[src/rtl/proc_run_pkg.sv]
// rtl/proc_run_pkg.sv - shared state encoding and width helpers for the run controller
package proc_run_pkg;

   typedef enum logic [1:0] {IDLE, RSTSEQ, RUN, DONE} run_state_e;

   // Index/counter width that stays at least 1 bit for single-entry cases
   function automatic int idx_w(input int n);
      return (n > 1) ? $clog2(n) : 1;
   endfunction

endpackage

[src/rtl/proc_watch_match.sv]
// rtl/proc_watch_match.sv - combinational address watchpoint comparator, lowest index wins
module proc_watch_match
   import proc_run_pkg::*;
#(
   parameter int ADDR_W    = 32,
   parameter int NUM_WATCH = 2
) (
   input  logic [ADDR_W-1:0]             bus_addr,
   input  logic [NUM_WATCH*ADDR_W-1:0]   watch_addr,
   input  logic [NUM_WATCH-1:0]          watch_en,
   output logic                          match,
   output logic [idx_w(NUM_WATCH)-1:0]   match_idx
);

   localparam int IDX_W = idx_w(NUM_WATCH);

   // Scan downward so the last assignment made is the lowest matching entry
   always_comb begin
      match     = 1'b0;
      match_idx = '0;
      for (int i = NUM_WATCH - 1; i >= 0; i--) begin
         if (watch_en[i] && (watch_addr[i*ADDR_W +: ADDR_W] == bus_addr)) begin
            match     = 1'b1;
            match_idx = IDX_W'(i);
         end
      end
   end

endmodule

[src/rtl/proc_run_ctrl.sv]
// rtl/proc_run_ctrl.sv - processor reset/run sequencer with watchpoint stop and timeout
module proc_run_ctrl
   import proc_run_pkg::*;
#(
   parameter int ADDR_W     = 32,
   parameter int DATA_W     = 32,
   parameter int RST_CYCLES = 2,
   parameter int MAX_CYCLES = 20,
   parameter int NUM_WATCH  = 2,
   parameter int CNT_W      = $clog2(MAX_CYCLES + 1)
) (
   input  logic                          clk,
   input  logic                          rst,
   input  logic                          start,
   input  logic                          abort,
   input  logic [ADDR_W-1:0]             bus_addr,
   input  logic [DATA_W-1:0]             bus_data,
   input  logic [NUM_WATCH*ADDR_W-1:0]   watch_addr,
   input  logic [NUM_WATCH-1:0]          watch_en,
   output logic                          proc_rst,
   output logic                          running,
   output logic                          done,
   output logic                          timeout,
   output logic                          hit,
   output logic [idx_w(NUM_WATCH)-1:0]   hit_idx,
   output logic [DATA_W-1:0]             hit_data,
   output logic [CNT_W-1:0]              cycle_count
);

   localparam int IDX_W = idx_w(NUM_WATCH);
   localparam int RC_W  = idx_w(RST_CYCLES);

   run_state_e          state_q, state_d;
   logic [RC_W-1:0]     rst_cnt_q, rst_cnt_d;
   logic [CNT_W-1:0]    cycle_count_q, cycle_count_d;
   logic                timeout_q, timeout_d;
   logic                hit_q, hit_d;
   logic [IDX_W-1:0]    hit_idx_q, hit_idx_d;
   logic [DATA_W-1:0]   hit_data_q, hit_data_d;

   logic                match;
   logic [IDX_W-1:0]    match_idx;
   logic                last_rst;
   logic                last_run;

   proc_watch_match #(
      .ADDR_W    (ADDR_W),
      .NUM_WATCH (NUM_WATCH)
   ) u_match (
      .bus_addr   (bus_addr),
      .watch_addr (watch_addr),
      .watch_en   (watch_en),
      .match      (match),
      .match_idx  (match_idx)
   );

   assign last_rst = (rst_cnt_q == RC_W'(RST_CYCLES - 1));
   assign last_run = (cycle_count_q == CNT_W'(MAX_CYCLES - 1));

   always_comb begin
      state_d       = state_q;
      rst_cnt_d     = rst_cnt_q;
      cycle_count_d = cycle_count_q;
      timeout_d     = timeout_q;
      hit_d         = hit_q;
      hit_idx_d     = hit_idx_q;
      hit_data_d    = hit_data_q;

      case (state_q)
         IDLE, DONE: begin
            if (start) begin
               state_d       = RSTSEQ;
               rst_cnt_d     = '0;
               cycle_count_d = '0;
               timeout_d     = 1'b0;
               hit_d         = 1'b0;
               hit_idx_d     = '0;
               hit_data_d    = '0;
            end
         end
         RSTSEQ: begin
            if (last_rst) begin
               state_d   = RUN;
               rst_cnt_d = '0;
            end else begin
               rst_cnt_d = rst_cnt_q + RC_W'(1);
            end
         end
         RUN: begin
            // A hit in the final budget cycle takes precedence over timeout
            if (match) begin
               state_d    = DONE;
               hit_d      = 1'b1;
               hit_idx_d  = match_idx;
               hit_data_d = bus_data;
            end else if (last_run) begin
               state_d   = DONE;
               timeout_d = 1'b1;
            end else begin
               cycle_count_d = cycle_count_q + CNT_W'(1);
            end
         end
         default: state_d = IDLE;
      endcase

      if (abort) begin
         state_d       = IDLE;
         rst_cnt_d     = '0;
         cycle_count_d = '0;
         timeout_d     = 1'b0;
         hit_d         = 1'b0;
         hit_idx_d     = '0;
         hit_data_d    = '0;
      end
   end

   always_ff @(posedge clk or negedge rst) begin
      if (!rst) begin
         state_q       <= IDLE;
         rst_cnt_q     <= '0;
         cycle_count_q <= '0;
         timeout_q     <= 1'b0;
         hit_q         <= 1'b0;
         hit_idx_q     <= '0;
         hit_data_q    <= '0;
      end else begin
         state_q       <= state_d;
         rst_cnt_q     <= rst_cnt_d;
         cycle_count_q <= cycle_count_d;
         timeout_q     <= timeout_d;
         hit_q         <= hit_d;
         hit_idx_q     <= hit_idx_d;
         hit_data_q    <= hit_data_d;
      end
   end

   // Decoded from the state flop so async reset forces proc_rst high at once
   assign proc_rst    = (state_q != RUN);
   assign running     = (state_q == RUN);
   assign done        = (state_q == DONE);
   assign timeout     = timeout_q;
   assign hit         = hit_q;
   assign hit_idx     = hit_idx_q;
   assign hit_data    = hit_data_q;
   assign cycle_count = cycle_count_q;

endmodule

[config.mk]
export PLATFORM = sky130hd
export DESIGN_NAME = proc_run_ctrl
export DESIGN_NICKNAME = d
export VERILOG_FILES = /design/src/rtl/proc_run_pkg.sv /design/src/rtl/proc_watch_match.sv /design/src/rtl/proc_run_ctrl.sv
export SDC_FILE = /design/constraint.sdc
export NUM_CORES = 1
export LEC_CHECK = 0
export ABC_AREA = 1
export CAP_MARGIN = 5
export CORE_MARGIN = 10
export CORE_UTILIZATION = 35
export DETAILED_ROUTE_END_ITERATION = 8
export GPL_TIMING_DRIVEN = 0
export PLACE_DENSITY = 0.77
export SKIP_CTS_REPAIR_TIMING = 1
export SYNTH_ARGS = -nofsm -noshare
export SYNTH_HDL_FRONTEND = slang
export SYNTH_HIERARCHICAL = 1
export SYNTH_SLANG_ARGS = --single-unit
[constraint.sdc]
create_clock -name clk -period 1.4 [get_ports clk]
set_input_delay 0.14 -clock clk [delete_from_list [all_inputs] [get_ports clk]]
set_output_delay 0.14 -clock clk [all_outputs]
set_load 0.005 [all_outputs]
==> impl_metrics.env, run 1 <==
export IMPL_drv_cap=0
export IMPL_setup_viol=42
export IMPL_num_vias=3843
export IMPL_final_util_pct=67.7
export IMPL_avgSynthCellArea_um2=6.24
export IMPL_routed_wl_um=13200
export IMPL_critPathMaxFanout=8
export IMPL_synthTopCellsByCount="nand2_1, inv_1, nand3_1"
export IMPL_peakVddDrop_uv=432
export IMPL_fin_crit_ns=1.62
export IMPL_grt_pass1_vias=3757
export IMPL_final_setup_tns_ns=-7.49
export IMPL_area_growth_synth_to_final_pct=88.7
export IMPL_power_frac_seq_pct=32.5
export IMPL_ys_seq_area_share_pct=34.6
export IMPL_post_drt_wl_per_cell_um=16.2
export IMPL_synth_top_area_share_pct=34.6
export IMPL_grt_pass1_wl_um=18300
export IMPL_sw_frac_of_total_pct=37.9
export IMPL_worst_clock_skew_ns=0.00906
export IMPL_ant_nets=0
export IMPL_gp_congestion=0.853
export IMPL_netlist_instances=499
export IMPL_ys_warn_count=6
export IMPL_overflow=0
export IMPL_async_flop_share_pct=100
export IMPL_cts_tree="yes"
export IMPL_synth_area_leader_cell="dfrtp_1"
export IMPL_p_comb_share_pct=48.5
export IMPL_power_frac_clock_pct=18.9
export IMPL_core_area_um2=8680
export IMPL_p_per_area_nw_per_um2=714
export IMPL_synth_area_um2=3110
export IMPL_drc=0
export IMPL_finalNetCount=841
export IMPL_clockBufferDepth=2
export IMPL_path_clk_slew_ns=0.09
export IMPL_grt_max_degree=32
export IMPL_worstPathRequired_ns=1.63
export IMPL_fp_dieW_um=114
export IMPL_status="finished with violations"
export IMPL_postPlaceCellArea_um2=5040
export IMPL_switchingPower_mw=1.59
export IMPL_clkLatencyLatePin_ns=0.30
export IMPL_grt_usage_pct=17.2
export IMPL_antenna_found_initial=2
export IMPL_portBuffers=176
export IMPL_dp_cells=784
export IMPL_cts_root_buffer="clkbuf_8"
export IMPL_slowest_delay_ns=0.47
export IMPL_die_h_um=114
export IMPL_power_internal_mw=2.61
export IMPL_firstDrtPassIters=4
export IMPL_path_cells="clkdlybuf4s50_1 > xnor2_1 > nand3_1 > nor2_2 > nand3_2 > nand2_4 > inv_4 > nor2_4 > buf_12 > buf_8 > nand3_2 > nand2_2"
export IMPL_startpoint_type="primary input"
export IMPL_synthTopCellsByArea="dfrtp_1, nand2_1, inv_1, nand3_1, nor2_1"
export IMPL_worstPathArrival_ns=1.86
export IMPL_slew_viol_final=0
export IMPL_drtIter0Drc=168
export IMPL_dieArea_um2=13100
export IMPL_syn_nets=637
export IMPL_layout_cells_non_filler=814
export IMPL_path_class="primary input to register"
export IMPL_ios=177
export IMPL_viasPerCell=4.72
export IMPL_htreeDepth=2
export IMPL_max_slew_margin_pct=73.5
export IMPL_nFillCells=706
export IMPL_finalHoldViolations=0
export IMPL_total_leakage_power_nw=3.73
export IMPL_place_hpwl_um=10200
export IMPL_violations="setup timing"
export IMPL_cpMostUsedCell="nand3_2"
export IMPL_cts_buffers=5
export IMPL_endpoint_kind="register"
export IMPL_cts_sinks=43
export IMPL_drive_gt1_share_pct=18.5
export IMPL_synthFlopType="dfrtp_1"
export IMPL_rsz0062_at_grt="true"
export IMPL_worst_pin_slew_ns=0.396
export IMPL_hold_path_class="primary input to asynchronous set/reset pin"
export IMPL_synth_cell_types=26
export IMPL_initial_core_util_pct=35.9
export IMPL_yosys_register_bits=43
export IMPL_rows=34
export IMPL_synth_edff_count=0
export IMPL_design_area_um2=5870
export IMPL_synth_most_common_cell="nand2_1"
export IMPL_cp_slowest_cell="clkdlybuf4s50_1"
export IMPL_max_freq_ghz=0.616
export IMPL_min_period_over_period_pct=116
export IMPL_fin_ws_ns=-0.222
final timing paths:
check | endpoint | cells past startpoint | startpoint | slack (ns)
max | hit_data[12]$_DFFE_PN0P_ | 12 | watch_addr[62] | -0.22
min | hit_data[30]$_DFFE_PN0P_ | 2 | rst | 0.27
max reg2reg | hit_data[12]$_DFFE_PN0P_ | 10 | state_q[0]$_DFFE_PN0P_ | -0.18
min reg2reg | hit_data[24]$_DFFE_PN0P_ | 2 | hit_data[24]$_DFFE_PN0P_ | 0.47
max in group asynchronous | state_q[1]$_DFFE_PN0P_ | 3 | rst | 0.62
min in group clk | hit_data[4]$_DFFE_PN0P_ | 3 | bus_data[4] | 0.39
cell type report:
cell class	instances	area, um2	area share [%]
well taps	108	135	2.30
flip-flops and latches	43	1080	18.4
inverters	78	295	5.03
multi-input cells	369	1950	33.2
diodes	2	5.00	0.0852
clock inverters	2	12.5	0.213
clock buffers	6	72.6	1.24
plain buffers	10	105	1.79
repair buffers	196	2210	37.7
worst max-delay path, delay by kind of cell:
family	cells	cell delay (ns)
buffers and inverters	4	0.81
xor gates and xnor gates	1	0.11
and+or+nand+nor	7	0.79
cell families (layout without fill, tap and decap cells):
kind of cell,Yosys count,count (layout),share of synthesized area (%)
other,0,2,0
XOR/XNOR,17,17,4.78
flip-flops,43,43,34.6
buffers and inverters,88,292,11.5
AO/OA/AOI/OAI,20,21,4.02
AND/OR/NAND/NOR,327,327,43.5
adder cells (fa/ha/maj),4,4,1.61
metal layers:
metal  track usage [%]  routed length (um)  up-vias
li1                  -                   -     1926
met1              18.5                5120     1775
met5                 0                   0        -
met2              31.8                6870      121
met4              4.26                 239        0
met3              5.24                 930       21
cells in the final DEF (no fill, tap or decap), types with 4 or more instances in the layout:
cell type,instances
buf_4,13
buf_6,6
buf_8,5
clkbuf_8,5
clkdlybuf4s50_1,75
dfrtp_1,39
dfrtp_2,4
dlymetal6s2s_1,100
inv_1,59
inv_2,17
nand2_1,203
nand2_2,14
nand3_1,21
nand3_2,24
nand4_1,8
nor2_1,28
nor2_2,14
nor2_4,5
o21ai_0,5
o21ai_1,5
xnor2_1,15
state kept, by name, summed over array words and instances, names as in the netlist:
signal / flops
state_q: 2
hit: 1
last_rst: 1
timeout: 1
hit_idx: 1
cycle_count: 5
hit_data: 32
stage by stage:
stage	hold slack, ns	power [mW]	setup slack, ns
after floorplan	-0.156	2.33	-0.00992
after global placement	0.461	3.09	-0.952
after detailed placement	0.0620	3.14	-0.858
after CTS	-0.261	3.94	-0.550
after global routing	0.300	4.46	-0.315
final	0.274	4.19	-0.222
power by group through the flow:
| stage | clock network [mW] | registers [mW] | logic [mW] |
|---|---|---|---|
| 3_5_place_dp | 0 | 1.38 | 1.76 |
| 6_report | 0.794 | 1.36 | 2.04 |
| 5_1_grt | 0.866 | 1.38 | 2.21 |
| 4_1_cts | 0.816 | 1.36 | 1.77 |
| 2_1_floorplan | 0 | 1.37 | 0.954 |
| 3_3_place_gp | 0 | 1.38 | 1.71 |
No activity file was read; power rests on OpenSTA's default activity.
==> run 2: changes to the inputs <==
- REMOVE_ABC_BUFFERS: unset -> 1
==> run 2 against run 1 <==
The flow still finishes with violations (setup timing). Global-route usage fell by 0.61 points. Die area did not move. Power rose by 28%. Clock power rose by 27%. Setup slack got worse by 0.069 ns. Non-clock buffer count rose by 3. Critical path type is now register to register. Highest routed layer unchanged.
==> impl_metrics.env, run 2 (synthesized netlist as in run 1, its figures left out) <==
export IMPL_grt_max_degree=41
export IMPL_route_met3_wl_um=952
export IMPL_finalHoldViolations=0
export IMPL_setup_viol=44
export IMPL_met1Wirelength_um=5090
export IMPL_postPlaceCellArea_um2=4960
export IMPL_final_util_pct=70.7
export IMPL_clockBufferDepth=2
export IMPL_fp_dieW_um=114
export IMPL_total_leakage_power_nw=3.82
export IMPL_firstDrtPassIters=4
export IMPL_gp_congestion=0.853
export IMPL_max_slew_margin_pct=49.6
export IMPL_final_seq_area_um2=1080
export IMPL_path_class="register to register"
export IMPL_multi_input_area_um2=2120
export IMPL_final_common_cell="nand2_1"
export IMPL_antenna_found_initial=2
export IMPL_worst_clock_skew_ns=0.00860
export IMPL_dieArea_um2=13100
export IMPL_endpoint_kind="register"
export IMPL_drc=0
export IMPL_worstPathRequired_ns=1.64
export IMPL_post_drt_wl_per_cell_um=17.9
export IMPL_viasPerCell=4.90
export IMPL_ant_nets=0
export IMPL_min_period_over_period_pct=121
export IMPL_peakVddDrop_uv=515
export IMPL_violations="setup timing"
export IMPL_startpoint_type="register"
export IMPL_drtIter0Drc=296
export IMPL_grt_pass1_wl_um=17700
export IMPL_rows=34
export IMPL_core_area_um2=8680
export IMPL_cts_buffers=5
export IMPL_hold_path_class="primary input to asynchronous set/reset pin"
export IMPL_initial_core_util_pct=35.9
export IMPL_ios=177
export IMPL_slew_viol_final=0
export IMPL_routed_wl_um=14700
export IMPL_max_freq_ghz=0.591
export IMPL_worst_pin_slew_ns=0.754
export IMPL_largest_reg_flops=32
export IMPL_dr_max_layer_used="met4"
export IMPL_met2WireLength_um=8200
export IMPL_p_per_area_nw_per_um2=874
export IMPL_worstPathArrival_ns=1.93
export IMPL_nFillCells=638
export IMPL_fin_crit_ns=1.69
export IMPL_portBuffers=176
export IMPL_design_area_um2=6130
export IMPL_status="finished with violations"
export IMPL_cts_root_buffer="clkbuf_8"
export IMPL_mostFrequentLayoutCells="nand2_1, dlymetal6s2s_1, clkdlybuf4s50_1"
export IMPL_drv_cap=0
export IMPL_rsz0062_at_grt="true"
export IMPL_power_mw=5.36
export IMPL_clkLatencyLatePin_ns=0.30
export IMPL_finalNetCount=847
export IMPL_grt_usage_pct=16.6
export IMPL_fin_ws_ns=-0.291
export IMPL_cts_tree="yes"
export IMPL_num_vias=4014
export IMPL_htreeDepth=2
export IMPL_die_h_um=114
export IMPL_drive_gt1_share_pct=22.3
export IMPL_place_hpwl_um=9580
export IMPL_cts_sinks=43
export IMPL_area_growth_synth_to_final_pct=97.1
export IMPL_overflow=0
export IMPL_grt_pass1_vias=3652
export IMPL_path_clk_slew_ns=0.10
export IMPL_critPathMaxFanout=8
## run 2: cell count changes in the layout (fill, tap and decap cells not counted), sizes merged, moves of 2 or more
cell / delta
buf: +2
clkbuf: +10
clkdlybuf4s50: -5
dlymetal6s2s: -5
nor2: +3
## run 2: metrics by stage
| step | worst slack [ns] | hold WS (ns) | cells | TNS [ns] |
|---|---|---|---|---|
| after global placement | -1.82 | 0.461 | 773 | -110.63 |
| after floorplan | -1.06 | -0.156 | 489 | -40.09 |
| after CTS | -1.34 | -0.276 | 782 | -50.17 |
| after detailed placement | -1.33 | 0.0484 | 774 | -49.74 |
| final | -0.291 | 0.277 | 820 | -9.91 |
| after global routing | -0.381 | 0.290 | 820 | -13.14 |
## run 2: worst paths after layout
kind                                        start                         end  slack [ns]  cells after the start
max reg2reg                state_q[0]$_DFFE_PN0P_     hit_data[1]$_DFFE_PN0P_       -0.29                      9
min                                           rst    hit_data[10]$_DFFE_PN0P_        0.28                      2
max in group asynchronous                     rst  cycle_count[0]$_DFFE_PN0P_        0.61                      3
min in group clk                      bus_data[0]     hit_data[0]$_DFFE_PN0P_        0.39                      3
max                        state_q[0]$_DFFE_PN0P_     hit_data[1]$_DFFE_PN0P_       -0.29                      9
min reg2reg                   hit_idx$_DFFE_PN0P_         hit_idx$_DFFE_PN0P_        0.48                      2
## run 2: worst max-delay path, stage by stage, from the launching register on
cell and delay [ns]:
dfrtp_1 0.42, inv_2 0.06, ha_4 0.31, nor2_4 0.05, nand2_2 0.12, nand2_4 0.07
nor2_4 0.23, clkbuf_16 0.22, nand3_2 0.06, nand2_1 0.09
## run 2: final cells by class
| cell class | count | share of cell area, % |
|---|---|---|
| multi-input combinational | 372 | 34.6 |
| inverter | 78 | 4.98 |
| clock inverter | 3 | 0.714 |
| tap | 108 | 2.20 |
| sequential | 43 | 17.6 |
| clock buffer | 5 | 1.12 |
| antenna | 2 | 0.0816 |
| timing repair buffer | 209 | 38.7 |
## run 2: routing by layer
layer	GRT usage [%]	vias up
li1	-	1944
met1	16.8	1872
met2	31.7	165
met3	5.08	33
met4	4.43	0
met5	0	-
## run 2: where the power goes
group          total (mW)  internal (mW)  switching, mW
registers            1.37           1.30         0.0635
logic                2.99           1.48           1.51
clock network        1.01          0.532          0.475
==> run 3: changes to the inputs <==
- CORE_ASPECT_RATIO: unset -> 1.5
- CTS_CLUSTER_DIAMETER: unset -> 150
==> run 3 against run 2 <==
The flow still finishes with violations (setup timing). Register-to-register slack gained 0.04 ns. Sequential share of layout area up 1.4 points. Power fell by 11%. Global-route usage up 0.84 points. Critical path depth grew 4. Via count down 1.4%. Clock power rose by 12%. Utilization is 5.7 points lower. Count of clock-buffer cells in the layout rose by 1. Wire length decreased by 3.3%. Critical path type is now primary input to register.
==> impl_metrics.env, run 3 (synthesized netlist as in run 1, its figures left out) <==
export IMPL_slew_viol_final=0
export IMPL_min_period_over_period_pct=119
export IMPL_viasPerCell=4.88
export IMPL_ios=177
export IMPL_slowest_delay_ns=0.22
export IMPL_critPathMaxFanout=8
export IMPL_grt_pass1_wl_um=18900
export IMPL_timing_rr_start="state_q[0]$_DFFE_PN0P_"
export IMPL_total_leakage_power_nw=3.36
export IMPL_mostFrequentLayoutCells="nand2_1, clkdlybuf4s50_1, inv_1"
export IMPL_grt_max_degree=41
export IMPL_overflow=0
export IMPL_worst_pin_slew_ns=0.848
export IMPL_hold_path_class="primary input to asynchronous set/reset pin"
export IMPL_num_vias=3959
export IMPL_gp_congestion=0.869
export IMPL_status="finished with violations"
export IMPL_portBuffers=176
export IMPL_power_frac_seq_pct=28.5
export IMPL_finalNetCount=835
export IMPL_power_mw=4.75
export IMPL_area_growth_synth_to_final_pct=83.2
export IMPL_rsz0062_at_grt="true"
export IMPL_fin_crit_ns=1.67
export IMPL_switchingPower_mw=1.79
export IMPL_finalHoldViolations=0
export IMPL_drv_cap=0
export IMPL_cts_sinks=43
export IMPL_cp_slowest_cell="nor2_4"
export IMPL_hold_slack_ns=0.281
export IMPL_max_freq_ghz=0.600
export IMPL_grt_usage_pct=17.4
export IMPL_clockBufferDepth=2
export IMPL_path_cells="buf_4 > xnor2_1 > nand2_1 > nor2_2 > nand2_1 > nor2_2 > nand3_2 > nand2_4 > clkinvlp_4 > nor2_4 > clkbuf_16 > nand3_1 > nand2_1"
export IMPL_worst_clock_skew_ns=0.00344
export IMPL_cts_root_buffer="clkbuf_16"
export IMPL_clkLatencyLatePin_ns=0.29
export IMPL_die_h_um=135
export IMPL_worstPathRequired_ns=1.62
export IMPL_ant_nets=0
export IMPL_violations="setup timing"
export IMPL_initial_core_util_pct=35.5
export IMPL_path_delay_family="simple AND/OR/NAND/NOR gates"
export IMPL_r2r_end="hit_data[16]$_DFFE_PN0P_"
export IMPL_largest_reg_flops=32
export IMPL_cts_tree="yes"
export IMPL_drtIter0Drc=121
export IMPL_drc=0
export IMPL_r2r_setup_slack_ns=-0.25
export IMPL_cts_buffers=5
export IMPL_fp_dieW_um=97.0
export IMPL_p_per_area_nw_per_um2=833
export IMPL_antenna_found_initial=5
export IMPL_p_comb_share_pct=47.6
export IMPL_routed_wl_um=14200
export IMPL_fin_ws_ns=-0.267
export IMPL_worst_path_buf_inv=3
export IMPL_max_slew_margin_pct=43.4
export IMPL_grt_pass1_vias=3839
export IMPL_sw_frac_of_total_pct=37.7
export IMPL_post_drt_wl_per_cell_um=17.5
export IMPL_rows=42
export IMPL_reg2regPathDepth=6
export IMPL_power_internal_mw=2.96
export IMPL_cpMostUsedCell="nand2_1"
export IMPL_firstDrtPassIters=4
export IMPL_htreeDepth=2
export IMPL_path_clk_slew_ns=0.06
export IMPL_setup_viol=41
export IMPL_peakVddDrop_uv=936
export IMPL_dieArea_um2=13100
export IMPL_drive_gt1_share_pct=27.2
export IMPL_core_area_um2=8780
export IMPL_startpoint_type="primary input"
export IMPL_power_frac_clock_pct=23.9
export IMPL_nFillCells=764
export IMPL_final_common_cell="nand2_1"
export IMPL_endpoint_kind="register"
export IMPL_worstPathArrival_ns=1.89
export IMPL_path_class="primary input to register"
export IMPL_place_hpwl_um=10200
## run 3: cell types whose count changed in the layout (fill, tap and decap cells not counted), moves of 6 or more
cell / change
nand2_1: +9
nand3_2: +6
clkbuf_2: +22
nand2_2: -6
dlymetal6s2s_1: -42
nor2_2: +9
## run 3: layout make-up
cell class	instances	area (um2)	area share, %
inverters	78	314	5.51
flip-flops and latches	43	1080	19.0
diodes	4	10.0	0.176
clock inverters	2	12.5	0.219
clock buffers	6	129	2.26
repair buffers	196	1950	34.2
multi-input cells	373	2070	36.3
well taps	110	138	2.41
## run 3: per-layer routing
layer,track usage (%),vias up,wire (um)
met5,0,-,7
met4,6.00,2,368
met3,9.40,24,1500
met2,31.5,190,7250
met1,16.3,1822,5080
li1,-,1921,-
## run 3: worst max-delay path by stage
stage	start	slack (ns)	endpoint	cells after the start
3_3_place_gp	state_q[0]$_DFFE_PN0P_	-1.80	hit$_DFFE_PN0P_	7
5_1_grt	watch_addr[50]	-0.36	hit_data[8]$_DFFE_PN0P_	14
6_report	bus_addr[19]	-0.27	hit_data[8]$_DFFE_PN0P_	13
4_1_cts	state_q[0]$_DFFE_PN0P_	-1.37	hit$_DFFE_PN0P_	7
2_1_floorplan	state_q[0]$_DFFE_PN0P_	-1.06	hit$_DFFE_PN0P_	7
3_5_place_dp	abort	-1.38	hit$_DFFE_PN0P_	5
## run 3: metrics by stage
step                      setup TNS, ns  setup slack, ns  std cells  instance area (um2)  util (%)
after floorplan                  -40.09            -1.06        489                 3050         -
after global placement          -109.70            -1.80        775                 4950      56.4
after detailed placement         -51.19            -1.38        776                 4970      56.6
after CTS                        -49.94            -1.37        784                 5110      58.2
after global routing             -11.71           -0.364        811                 5700      64.9
final                             -8.41           -0.267        812                 5700      65.0
## run 3: power groups by stage
stage | Sequential, mW | Combinational, mW | Clock, mW
final | 1.36 | 2.26 | 1.13
after global routing | 1.36 | 2.43 | 1.22
after CTS | 1.36 | 1.62 | 1.18
after detailed placement | 1.38 | 1.61 | 0
after global placement | 1.38 | 1.58 | 0
after floorplan | 1.37 | 0.807 | 0
